**src/rtl/arb_pkg.sv**
```systemverilog
// Shared types for the memory port arbiter: FSM state encoding, port ids and burst default.
package arb_pkg;

  localparam int unsigned BURST_LEN_DEFAULT = 4;

  typedef logic [1:0] arb_state_t;
  localparam arb_state_t ST_IDLE = 2'd0;
  localparam arb_state_t ST_BUSY = 2'd1;
  localparam arb_state_t ST_TURN = 2'd2;

  typedef enum logic [1:0] {
    NONE = 2'd0,
    PRG  = 2'd1,
    DATA = 2'd2,
    VID  = 2'd3
  } port_id_e;

  // Rotation order PRG -> DATA -> VID -> PRG.
  function automatic port_id_e next_port(port_id_e p);
    return (p == VID || p == NONE) ? PRG : port_id_e'(p + 2'd1);
  endfunction

endpackage

```
**src/rtl/rr_pick3.sv**
```systemverilog
// Three-way winner select: first requester at or after ptr, optional absolute priority for VID.
module rr_pick3
  import arb_pkg::*;
(
  input  logic [2:0] req,
  input  port_id_e   ptr,
  input  logic       prio_en,
  output port_id_e   winner,
  output logic       valid
);

  logic [2:0] req_rr;
  port_id_e   cand;

  always_comb begin
    // Under priority the rotation only covers PRG and DATA.
    req_rr = prio_en ? {1'b0, req[1:0]} : req;
    winner = NONE;
    cand   = (ptr == NONE) ? PRG : ptr;
    for (int i = 0; i < 3; i++) begin
      if (winner == NONE && req_rr[cand - 2'd1]) begin
        winner = cand;
      end
      cand = next_port(cand);
    end
    if (prio_en && req[2]) begin
      winner = VID;
    end
    valid = (winner != NONE);
  end

endmodule

```
**src/rtl/mem_port_arbiter.sv**
```systemverilog
// Three-port burst arbiter in front of the SDRAM burst engine.
// Define ARB_VIDEO_PRIORITY_EN to let the video port (p3) win every IDLE arbitration it joins.
module mem_port_arbiter
  import arb_pkg::*;
#(
  parameter int unsigned BURST_LEN = BURST_LEN_DEFAULT,
  parameter int unsigned AW        = 24
) (
  input  logic                         clk,
  input  logic                         rst,

  input  logic                         p1_req,
  input  logic                         p1_wren,
  input  logic [AW-1:0]                p1_address,
  input  logic [15:0]                  p1_to_mem,
  output logic                         p1_ready,
  output logic [$clog2(BURST_LEN)-1:0] p1_offset,

  input  logic                         p2_req,
  input  logic                         p2_wren,
  input  logic [AW-1:0]                p2_address,
  input  logic [15:0]                  p2_to_mem,
  output logic                         p2_ready,
  output logic [$clog2(BURST_LEN)-1:0] p2_offset,

  input  logic                         p3_req,
  input  logic                         p3_wren,
  input  logic [AW-1:0]                p3_address,
  input  logic [15:0]                  p3_to_mem,
  output logic                         p3_ready,
  output logic [$clog2(BURST_LEN)-1:0] p3_offset,

  output logic                         m_req,
  output logic                         m_wren,
  output logic [AW-1:0]                m_address,
  output logic [15:0]                  m_to_mem,
  input  logic                         m_ready,
  input  logic [$clog2(BURST_LEN)-1:0] m_offset,

  output logic [1:0]                   grant
);

  localparam int unsigned OffW = $clog2(BURST_LEN);
  localparam logic [OffW-1:0] LastWord = OffW'(BURST_LEN - 1);

`ifdef ARB_VIDEO_PRIORITY_EN
  localparam logic PrioEn = 1'b1;
`else
  localparam logic PrioEn = 1'b0;
`endif

  arb_state_t    state_q, state_d;
  port_id_e      grant_q, grant_d;
  port_id_e      ptr_q, ptr_d;
  logic [OffW-1:0] cnt_q, cnt_d;

  port_id_e      winner;
  logic          win_valid;
  logic          busy;

  rr_pick3 u_pick (
    .req     ({p3_req, p2_req, p1_req}),
    .ptr     (ptr_q),
    .prio_en (PrioEn),
    .winner  (winner),
    .valid   (win_valid)
  );

  always_comb begin
    state_d = state_q;
    grant_d = grant_q;
    ptr_d   = ptr_q;
    cnt_d   = cnt_q;
    unique case (state_q)
      ST_IDLE: begin
        if (win_valid) begin
          state_d = ST_BUSY;
          grant_d = winner;
          cnt_d   = '0;
          // A priority video win leaves the PRG/DATA rotation where it was.
          if (!(PrioEn && winner == VID)) begin
            ptr_d = next_port(winner);
          end
        end
      end
      ST_BUSY: begin
        if (m_ready) begin
          if (cnt_q == LastWord) begin
            state_d = ST_TURN;
            grant_d = NONE;
            cnt_d   = '0;
          end else begin
            cnt_d = cnt_q + OffW'(1);
          end
        end
      end
      ST_TURN: begin
        state_d = ST_IDLE;
      end
      default: begin
        state_d = ST_IDLE;
        grant_d = NONE;
        cnt_d   = '0;
      end
    endcase
  end

  always_ff @(posedge clk) begin
    if (rst) begin
      state_q <= ST_IDLE;
      grant_q <= NONE;
      ptr_q   <= PRG;
      cnt_q   <= '0;
    end else begin
      state_q <= state_d;
      grant_q <= grant_d;
      ptr_q   <= ptr_d;
      cnt_q   <= cnt_d;
    end
  end

  assign busy  = (state_q == ST_BUSY);
  assign m_req = busy;
  assign grant = grant_q;

  always_comb begin
    m_wren    = 1'b0;
    m_address = '0;
    m_to_mem  = '0;
    p1_ready  = 1'b0;
    p2_ready  = 1'b0;
    p3_ready  = 1'b0;
    p1_offset = '0;
    p2_offset = '0;
    p3_offset = '0;
    if (busy) begin
      unique case (grant_q)
        PRG: begin
          m_wren    = p1_wren;
          m_address = p1_address;
          m_to_mem  = p1_to_mem;
          p1_ready  = m_ready;
          p1_offset = m_offset;
        end
        DATA: begin
          m_wren    = p2_wren;
          m_address = p2_address;
          m_to_mem  = p2_to_mem;
          p2_ready  = m_ready;
          p2_offset = m_offset;
        end
        VID: begin
          m_wren    = p3_wren;
          m_address = p3_address;
          m_to_mem  = p3_to_mem;
          p3_ready  = m_ready;
          p3_offset = m_offset;
        end
        default: ;
      endcase
    end
  end

endmodule

```
**config.mk**
```make
export PLATFORM = sky130hd
export DESIGN_NAME = mem_port_arbiter
export DESIGN_NICKNAME = d
export VERILOG_FILES = /design/src/rtl/arb_pkg.sv /design/src/rtl/rr_pick3.sv /design/src/rtl/mem_port_arbiter.sv
export SDC_FILE = /design/constraint.sdc
export NUM_CORES = 1
export LEC_CHECK = 0
export CORE_MARGIN = 2
export CORE_UTILIZATION = 31
export CTS_CLUSTER_DIAMETER = 100
export DETAILED_ROUTE_END_ITERATION = 8
export MAX_ROUTING_LAYER = met4
export PLACE_DENSITY_LB_ADDON = 0.2
export SYNTH_ARGS = -nofsm -noshare
export SYNTH_HDL_FRONTEND = slang
export SYNTH_SLANG_ARGS = --single-unit
```
**constraint.sdc**
```tcl
create_clock -name clk -period 3.85 [get_ports clk]
set_input_delay 0.5775 -clock clk [delete_from_list [all_inputs] [get_ports clk]]
set_output_delay 0.5775 -clock clk [all_outputs]
set_load 0.03 [all_outputs]
```
==> Word-level counts from Yosys, hierarchy flattened <==
Index checks and enable logic that the tools add are counted.
{ "word_totals": {"reg_bits": 8, "out_inout_bits": 53, "word_cells": 87} }
{ "op_classes": {"add_sub_neg": 7, "n_lt_le_gt_ge": 3, "n_eq_ne": 12, "mux": 43, "n_bitwise": 1, "n_reduce_logical": 17} }
{ "ops": {"columns": ["op", "n"], "rows": [
  ["one-hot mux 24 bit (3 select lines)", 1],
  ["one-hot mux 16 bit (3 select lines)", 1],
  ["2-to-1 mux 2 bit", 22],
  ["2-to-1 mux 24 bit", 1],
  ["2-to-1 mux 16 bit", 1],
  ["equality test 2 bit, second input constant", 7],
  ["zero test 2 bit", 7],
  ["one-hot mux 2 bit (3 select lines)", 2],
  ["2-to-1 mux 1 bit", 10],
  ["< comparator 2 x 3 -> 1 bit, second input constant", 3],
  ["adder 2 x 1 -> 2 bit, second input constant", 4],
  ["binary-select mux 1 bit (select 2 bit)", 3],
  ["inequality test 2 x 1 -> 1 bit, second input constant", 3],
  ["AND reduction 3 bit", 2],
  ["subtractor 2 x 1 -> 2 bit, second input constant", 3],
  ["equality test 2 x 1 -> 1 bit, second input constant", 2],
  ["one-hot mux 2 bit (2 select lines)", 1],
  ["AND reduction 4 bit", 1],
  ["logical OR 1 bit", 3],
  ["one-hot mux 1 bit (3 select lines)", 1],
  ["logical AND 1 bit", 2],
  ["AND reduction 2 bit", 1],
  ["nonzero test 2 bit", 1],
  ["NOT 1 bit", 1]
]} }

==> Logic depth before layout (Yosys ltp) <==
Gate-level depths: netlist of run 1.
{ "logic_depth": {"depth_word": 16, "ltp_mapped": 7, "mapped_depth_nobuf": 7} }

==> Modules after synthesis <==
Synthesis of run 1 repeated with hierarchy kept, for this count alone.
{ "unflattened": {"hier_cells": 211, "area_unflattened_um2": 1749.2} }
{ "by_module_without_submodules": {"columns": ["mod", "n_inst", "cells_per_inst", "area_per_inst_um2", "seq_area_each_um2"], "rows": [
  ["mem_port_arbiter", 1, 201, 1681.6, 160.2],
  ["rr_pick3", 1, 10, 67.6, 0.0]
]} }

==> Least setup slack after synthesis of run 1 <==
OpenSTA, ideal clock, no wires.
{ "synth_path": {"path_type": "register to output", "start": "register grant_q[1], in the netlist grant[1]", "end": "output m_wren", "t_arrival_ns": 1.477, "required_ns": 3.273, "slack_ns": 1.795, "stages_incl_launch_ff": 6, "path_cell_list": "dfxtp_1 buf_6 nor2b_4 buf_6 a22oi_1 nor2_1"} }
{ "synth_via": {"elab_chain_cells": 3} }
{ "synth_lines": {"columns": ["element", "line", "rtl"], "rows": [
  ["start: declaration", "mem_port_arbiter.sv:53", "port_id_e grant_q, grant_d;"],
  ["start signal: assignment", "mem_port_arbiter.sv:116", "grant_q <= grant_d;"],
  ["equality test 2 bit / equality test 2 x 1 -> 1 bit (equally long branches)", "mem_port_arbiter.sv:137", "unique case (grant_q)"],
  ["one-hot mux 1 bit (3 select lines) (*)", "mem_port_arbiter.sv:137", null],
  ["2-to-1 mux 1 bit (*)", "mem_port_arbiter.sv:136", "if (busy) begin"],
  ["end: declaration", "mem_port_arbiter.sv:34", "output logic m_wren,"]
]} }
Mark *: on every way between the ends. The rest lies on a longest branch, timed or not.

==> Worst setup path in the final report of run 1 <==
{ "layout_path": {"start": "register state_q[1]", "end": "output m_wren"} }
{ "layout_via": {"elab_chain_cells": 2} }
{ "layout_lines": {"columns": ["element", "line", "rtl"], "rows": [
  ["start: declaration", "mem_port_arbiter.sv:52", "arb_state_t state_q, state_d;"],
  ["start signal: assignment", "mem_port_arbiter.sv:115", "state_q <= state_d;"],
  ["equality test 2 x 1 -> 1 bit", "mem_port_arbiter.sv:122", "assign busy = (state_q == ST_BUSY);"],
  ["2-to-1 mux 1 bit", "mem_port_arbiter.sv:136", null]
]} }
No other way between the ends.

==> results.txt, run 1 <==
status - finished, final reports clean
DR vias/cell - 4.89
required time worst endpoint - 3.27 ns
Final Instance Count excl. Fillers - 450
Fin Setup TNS - 0 ns
Filler cells - 556
P&R area growth vs syn - 88.7%
CTS root buf - clkbuf_8
Arr. time, crit path - 2.36 ns
Max VDD drop - 0.000236 V
Max Buffers Root-to-Sink - 2
most common cell after layout, fill and taps aside - clkdlybuf4s50_1
sequential-to-total area share from yosys stat - 0.0783
area taken by multi-input logic gates - 1670 um^2
core area - 6350 um^2
gp weighted congestion - 0.816
mapped cell area - 2040 um^2
time the worst path needs with I/O delays and setup - 2.94 ns
total power draw - 844 uW
Nets - 509
CTS buffer count - 3
Placed Area - 3820 um^2
Post-Syn Instances - 204
register area - 163 um^2
crit path buf inv count - 2
worst skew pair latency - 0.23 ns
CP max-delay cell - nand2b_2
pin count of the biggest net entering global routing - 47
first-pass GRT wire length - 11,400 um
GR Overflow Total - 0
number of port buffers - 183
Ant. Diodes - 0
CP max FO - 23
Min-Delay Path Depth - 1
final number of max-transition violations - 0
TritonCTS clock tree - yes
final setup fails - 0
clock-pin slew on the worst setup and hold paths - 0.04 ns
first drt pass iteration count - 4
leakage power - 1.31 nW
cts repair resizes - 0
CTS H-tree lvls - 1
crit end category - output pin
clock skew - 0.00281 ns
worst slack at placement - 1.12 ns
Tcrit/Tclk final - 0.764
worst-margin pin slew - 0.769 ns
DR vias - 2,200
RSZ-0062 raised after global routing - false
area leader, netlist - mux2_4
Yosys reg bits - 8
Cell variety after synth - 33
CP Launch Type - flip-flop
most frequent cells in the layout - 183 x clkdlybuf4s50_1, 40 x a22oi_2, 40 x nor2_2, 36 x mux2_4, 16 x nor2_1
initial antenna violation count - 0
Starting DRT DRC Count - 53
die area - 7260 um^2
post-route cell area - 3860 um^2
Residual DRC - 0
Crit path depth - 4
IO Count - 184
vias in the first global route - 2,222
CP Class - reg -> out
row count - 29
CP cell instances - nand2b_2 > buf_4 > nor2_1 > clkdlybuf4s50_1
synth top area cells - mux2_4 26%, a22oi_2 24%, nor2_2 12%
wire length per cell - 16.2 um
P per Cell Area - 219 nW/um^2
Total Routed Length - 7300 um
Die X - 85.2 um
final hold vios - 0
Routed Antenna Nets - 0
Synth top area share - 0.264
Final WS setup - 0.909 ns
Global Route Usage Sum - 0.198
Max Cap Viol - 0
clk sinks - 8
Syn Nets - 338
worst r2r path cells - 4
Setup Buffers After CTS - 0
# placed instances - 447
HP Class - reg -> reg
Initial Util - 0.322
height of the die - 85.2 um
fraction of layout instances using a drive strength above 1 - 0.365
HPWL Detailed - 5690 um
syn_area_per_cell - 10.0 um^2
slowest stage delay, CP - 0.60 ns
Achievable Freq - 340 MHz
crit-path leading delay family - buffers and inverters
synth warn - 0
Rel. slew slack - 0.488
CTS Hold Buffers Added - 0
report_power, final:
group	switching (mW)	internal (mW)	leakage [nW]
registers	0.00711	0.0929	0.0665
logic	0.301	0.342	1.22
clock network	0.0324	0.0677	0.0216
per-layer routing:
| metal | track usage | vias up | share of wire |
|---|---|---|---|
| li1 | - | 1084 | - |
| met1 | 0.238 | 1025 | 0.41 |
| met2 | 0.357 | 83 | 0.53 |
| met3 | 0.0195 | 8 | 0.055 |
| met4 | 0.0447 | 0 | 0.011 |
| met5 | - | - | 0 |
final cells by class:
type | instances | share of cell area
timing repair buffer | 187 | 0.486
tap | 77 | 0.0250
multi-input combinational | 171 | 0.432
sequential | 8 | 0.0422
inverter | 4 | 0.00454
clock buffer | 3 | 0.0107
metrics by stage:
| step | hold WS (ns) | util |
|---|---|---|
| floorplan | 0.453 | - |
| global placement | 0.469 | 0.601 |
| detailed placement | 0.475 | 0.601 |
| CTS | 0.486 | 0.607 |
| finish | 0.487 | 0.607 |
| global route | 0.511 | 0.607 |
state kept, by name (all words and copies together), names as in the netlist:
signal	count
ptr_q	2
state_q	2
grant	2
cnt_q	2
kinds of logic (layout without fill, tap and decap cells):
family / Yosys count / count (layout) / synth area share
DFF: 8 / 8 / 0.0783
buffers and inverters: 25 / 194 / 0.108
muxes: 41 / 41 / 0.292
adders and majority gates: 3 / 3 / 0.0184
AOI/OAI and AO/OA: 53 / 53 / 0.297
and+or+nand+nor: 74 / 74 / 0.206
Yosys cell counts:
cell and instances:
or3_1 1, nor3_1 2, a22oi_2 40, a21boi_0 1
buf_2 9, o32ai_1 2, buf_12 4, o32ai_2 1
ha_1 3, o2bb2ai_1 1, a22oi_1 1, mux2_4 36
inv_1 3, buf_4 1, o21ai_0 1, dfxtp_1 8
nor2b_4 1, a21oi_1 1, inv_4 1, a211o_1 1
nand2_2 1, mux2_2 5, nor2_1 16, nor2_2 40
or3_4 1, nand2_1 5, o22a_1 1, nand2b_1 7
a31oi_1 1, clkbuf_1 1, a211oi_1 1, buf_6 6
a2bb2oi_1 1
worst reg2reg max path: cells and delay by family (launching register included):
kind / cells / cell delay, ns
AO/OA/AOI/OAI: 2 / 0.35
AND/OR/NAND/NOR: 1 / 0.60
flip-flops: 1 / 0.36
buffers and inverters: 1 / 0.48
worst paths after layout:
kind                            slack [ns]                     from               endpoint
worst max-delay path                  0.91  state_q[1]$_SDFFE_PP0P_                 m_wren
worst min register to register        0.49    ptr_q[0]$_SDFFE_PP1P_  ptr_q[0]$_SDFFE_PP1P_
worst max register to register        1.93  state_q[1]$_SDFFE_PP0P_  cnt_q[1]$_SDFFE_PP0P_
worst min-delay path                  0.49    ptr_q[0]$_SDFFE_PP1P_  ptr_q[0]$_SDFFE_PP1P_
(Power assumes the default switching activity.)
==> run 2, diff against run 1 <==
clock period = 3 ns   (was 3.85 ns; I/O delays follow)
==> results.txt, run 2 (synthesized netlist as in run 1, its figures left out) <==
crit path buf inv count - 2 (unchanged)
worst-margin pin slew - 0.687 ns (-0.0822 ns)
Critical R2R Capture - ptr_q[0]$_SDFFE_PP1P_
Filler cells - 552 (-0.72%)
crit-path leading delay family - buffers and inverters
CP cell instances - clkdlybuf4s50_1 > nand2_2 > nor2_1 > clkdlybuf4s50_1
Max Buffers Root-to-Sink - 2 (unchanged)
core area - 6350 um^2 (unchanged)
required time worst endpoint - 2.55 ns (-0.72 ns)
CTS root buf - clkbuf_8
worst r2r path cells - 6 (+2)
Max VDD drop - 0.000269 V (+14%)
crit end category - output pin
DR vias - 2,231 (+1.4%)
final setup fails - 0 (unchanged)
most frequent cells in the layout - 142 x clkdlybuf4s50_1, 46 x buf_4, 40 x a22oi_2, 40 x nor2_2, 36 x mux2_4
die area - 7260 um^2 (unchanged)
CP Class - in -> out
hold endpoint - cnt_q[1]$_SDFFE_PP0P_
Initial Util - 0.322 (unchanged)
leakage power - 1.40 nW (+6.9%)
Post-Route Utilization - 0.594 (-0.0138)
most used cell, CP - clkdlybuf4s50_1
Residual DRC - 0 (unchanged)
clock skew - 0.00374 ns (+0.000932 ns)
height of the die - 85.2 um (unchanged)
first-pass GRT wire length - 11,000 um (-3.0%)
Global Route Usage Sum - 0.192 (-0.00691)
worst slack at placement - 0.637 ns (-0.484 ns)
P&R area growth vs syn - 84.4%
Arr. time, crit path - 1.88 ns (-0.48 ns)
Ant. Diodes - 0 (unchanged)
Total Routed Length - 7340 um (+0.47%)
HPWL Detailed - 5730 um (+0.66%)
Crit. Startpoint - m_ready
first drt pass iteration count - 4 (unchanged)
fraction of layout instances using a drive strength above 1 - 0.477 (+0.113)
TritonCTS clock tree - yes
CP Launch Type - input pin
CP max FO - 5 (-78%)
clock-pin slew on the worst setup and hold paths - 0.04 ns (about the same)
reg-to-reg slack, setup - 1.20 ns (-0.73 ns)
IO Count - 184 (unchanged)
Rel. slew slack - 0.542 (+0.0548)
Routed Antenna Nets - 0 (unchanged)
Achievable Freq - 430 MHz
CP max-delay cell - clkdlybuf4s50_1
Placed Area - 3730 um^2 (-2.3%)
Max Cap Viol - 0 (unchanged)
Final WS setup - 0.673 ns (-0.236 ns)
status - finished, final reports clean
clk sinks - 8 (unchanged)
Nets - 511 (+0.39%)
HP Class - reg -> reg
time the worst path needs with I/O delays and setup - 2.33 ns
DR vias/cell - 4.94 (+0.96%)
post-route cell area - 3770 um^2 (-2.3%)
CTS H-tree lvls - 1 (unchanged)
P per Cell Area - 287 nW/um^2 (+31%)
worst skew pair latency - 0.23 ns (about the same)
initial antenna violation count - 0 (unchanged)
reg2reg start - ptr_q[1]$_SDFFE_PP0P_
row count - 29 (unchanged)
hold_sp - cnt_q[1]$_SDFFE_PP0P_
Setup Buffers After CTS - 0 (unchanged)
final hold vios - 0 (unchanged)
final number of max-transition violations - 0 (unchanged)
slowest stage delay, CP - 0.68 ns (+0.08 ns)
RSZ-0062 raised after global routing - false
vias in the first global route - 2,230 (+0.36%)
pin count of the biggest net entering global routing - 44 (-6.4%)
Tcrit/Tclk final - 0.776
Starting DRT DRC Count - 58 (+9.4%)
cts repair resizes - 0 (unchanged)
Fin Setup TNS - 0 ns (unchanged)
CTS Hold Buffers Added - 0 (unchanged)
gp weighted congestion - 0.804 (-1.5%)
Die X - 85.2 um (unchanged)
GR Overflow Total - 0 (unchanged)
Min-Delay Path Depth - 2 (+1)
most common cell after layout, fill and taps aside - clkdlybuf4s50_1
number of port buffers - 183 (unchanged)
wire length per cell - 16.2 um (about the same)
CTS buffer count - 3 (unchanged)
-- run 2: tightest hold or removal path: stages, from the launching register on --
cell and delay [ns]:
dfxtp_1 0.31, nand2b_1 0.07, o32ai_1 0.07
-- run 2: power breakdown --
| group | total (mW) | switching (mW) | internal, mW |
|---|---|---|---|
| Sequential | 0.130 | 0.0108 | 0.119 |
| Combinational | 0.816 | 0.387 | 0.428 |
| Clock | 0.135 | 0.0473 | 0.0874 |
-- run 2: layout make-up --
class	instances	area, um^2	share of cell area
well taps	77	96.3	0.0256
multi-input cells	171	1670	0.442
repair buffers	189	1790	0.474
flip-flops and latches	8	163	0.0431
inverters	4	17.5	0.00465
clock buffers	3	41.3	0.0110
-- run 2: routing by layer --
metal / global-route usage / vias up / part of all wire
met5: - / - / 0
met4: 0.0635 / 0 / 0.028
met3: 0.0253 / 18 / 0.058
met2: 0.339 / 90 / 0.52
met1: 0.222 / 1037 / 0.39
li1: - / 1086 / -
-- run 2: how the worst max path moves through the flow --
stage	slack (ns)	depth (start not counted)	endpoint
after global placement	0.68	7	ptr_q[0]$_SDFFE_PP1P_
after floorplan	1.07	5	m_wren
after CTS	0.67	4	p2_ready
after global routing	0.59	4	p2_ready
final	0.67	4	p2_ready
after detailed placement	0.64	7	ptr_q[0]$_SDFFE_PP1P_
-- run 2: stage by stage --
step | hold slack [ns] | instances | total power [mW]
after global routing | 0.503 | 452 | 1.14
after global placement | 0.469 | 449 | 0.945
after CTS | 0.497 | 452 | 1.09
after floorplan | 0.453 | 204 | 0.683
after detailed placement | 0.487 | 449 | 0.953
final | 0.496 | 452 | 1.08
==> run 3, diff against run 2 <==
clock period = 2.4 ns   (was 3 ns; I/O delays follow)
==> results.txt, run 3 (synthesized netlist as in run 1, its figures left out) <==
initial antenna violation count - 0 (unchanged)
Total Routed Length - 7310 um (-0.41%)
Placed Area - 3750 um^2 (+0.47%)
Final WS setup - 0.246 ns (-0.427 ns)
worst r2r path cells - 6 (unchanged)
fraction of layout instances using a drive strength above 1 - 0.504 (+0.0266)
Max VDD drop - 0.000363 V (+35%)
cts repair resizes - 0 (unchanged)
required time worst endpoint - 2.04 ns (-0.51 ns)
DR vias/cell - 4.87 (-1.4%)
total power draw - 1.36 mW (+26%)
Starting DRT DRC Count - 39 (-33%)
P&R area growth vs syn - 85.3%
post-route cell area - 3790 um^2 (+0.46%)
DR vias - 2,210 (-0.94%)
CTS root buf - clkbuf_8
final setup fails - 0 (unchanged)
TritonCTS clock tree - yes
wire length per cell - 16.1 um (-0.85%)
first-pass GRT wire length - 10,700 um (-2.6%)
worst skew pair latency - 0.23 ns (about the same)
hold endpoint - cnt_q[1]$_SDFFE_PP0P_
Setup Buffers After CTS - 0 (unchanged)
crit end category - output pin
HPWL Detailed - 5860 um (+2.3%)
IO Count - 184 (unchanged)
status - finished, final reports clean
CTS buffer count - 3 (unchanged)
final number of max-transition violations - 0 (unchanged)
worst slack at placement - 0.115 ns (-0.522 ns)
P per Cell Area - 359 nW/um^2 (+25%)
Routed Antenna Nets - 0 (unchanged)
Fin Setup TNS - 0 ns (unchanged)
pin count of the biggest net entering global routing - 44 (unchanged)
height of the die - 85.2 um (unchanged)
Min-Delay Path Depth - 2 (unchanged)
reg-to-reg slack, setup - 0.59 ns (-0.61 ns)
Residual DRC - 0 (unchanged)
core area - 6350 um^2 (unchanged)
HP Class - reg -> reg
Max Buffers Root-to-Sink - 2 (unchanged)
GR Overflow Total - 0 (unchanged)
time the worst path needs with I/O delays and setup - 2.15 ns
Initial Util - 0.322 (unchanged)
Critical R2R Capture - ptr_q[0]$_SDFFE_PP1P_
die area - 7260 um^2 (unchanged)
clock skew - 0.00158 ns (-0.00216 ns)
Tcrit/Tclk final - 0.898
Max Cap Viol - 0 (unchanged)
Post-Route Utilization - 0.596 (+0.00276)
vias in the first global route - 2,099 (-5.9%)
# placed instances - 451 (+0.45%)
Arr. time, crit path - 1.79 ns (-0.09 ns)
Achievable Freq - 464 MHz
number of port buffers - 183 (unchanged)
Rel. slew slack - 0.528 (-0.0138)
CP max FO - 18 (+13)
reg2reg start - ptr_q[1]$_SDFFE_PP0P_
row count - 29 (unchanged)
clk sinks - 8 (unchanged)
Ant. Diodes - 0 (unchanged)
CTS H-tree lvls - 1 (unchanged)
Global Route Usage Sum - 0.187 (-0.00438)
RSZ-0062 raised after global routing - false
hold slack - 0.487 ns (-0.00834 ns)
most common cell after layout, fill and taps aside - clkdlybuf4s50_1
Nets - 513 (+0.39%)
clock-pin slew on the worst setup and hold paths - 0.04 ns (about the same)
leakage power - 1.44 nW (+2.5%)
CTS Hold Buffers Added - 0 (unchanged)
gp weighted congestion - 0.804 (about the same)
CP Class - reg -> out
most frequent cells in the layout - 133 x clkdlybuf4s50_1, 55 x buf_4, 40 x a22oi_2, 40 x nor2_2, 36 x mux2_4
first drt pass iteration count - 4 (unchanged)
CP Launch Type - flip-flop
Crit. Startpoint - grant[1]$_SDFFE_PP0P_
worst-margin pin slew - 0.707 ns (+0.0207 ns)
Die X - 85.2 um (unchanged)
hold_sp - cnt_q[1]$_SDFFE_PP0P_
Final Instance Count excl. Fillers - 454 (+0.44%)
final hold vios - 0 (unchanged)
run 3: cell count changes in the layout (fill, tap and decap cells not counted), sizes merged:
| cell | before | now |
|---|---|---|
| buf | 47 | 58 |
| clkdlybuf4s50 | 142 | 133 |
run 3: final cells by class:
type / count / area [um^2]
clock buffers: 3 / 41.3
fillers: 553 / 2560
inverters: 4 / 17.5
multi-input cells: 171 / 1670
flip-flops and latches: 8 / 163
well taps: 77 / 96.3
repair buffers: 191 / 1800
run 3: worst max path at each step:
stage                            endpoint  cells after the start
floorplan                          m_wren                      5
global placement    ptr_q[0]$_SDFFE_PP1P_                      7
detailed placement  ptr_q[0]$_SDFFE_PP1P_                      7
CTS                           m_to_mem[0]                      5
global route                       m_wren                      5
finish                             m_wren                      5
run 3: critical path: stages (launching register included):
cell and delay (ns):
dfxtp_2 0.56, buf_12 0.24, mux2_2 0.35, a22oi_1 0.14
nor2_1 0.06, buf_4 0.20
run 3: per-layer routing:
layer,vias up,routed length (um),track usage,share of wire
met4,0,142,0.0491,0.019
met1,1020,2930,0.220,0.40
met5,-,0,-,0
met3,11,428,0.0195,0.059
li1,1094,-,-,-
met2,85,3810,0.338,0.52
run 3: power breakdown:
group | total [mW] | switching [mW] | internal, mW | leakage (nW)
Sequential | 0.175 | 0.0259 | 0.149 | 0.0665
Combinational | 1.02 | 0.475 | 0.548 | 1.35
Clock | 0.161 | 0.0525 | 0.109 | 0.0216
Total | 1.36 | 0.553 | 0.805 | 1.44
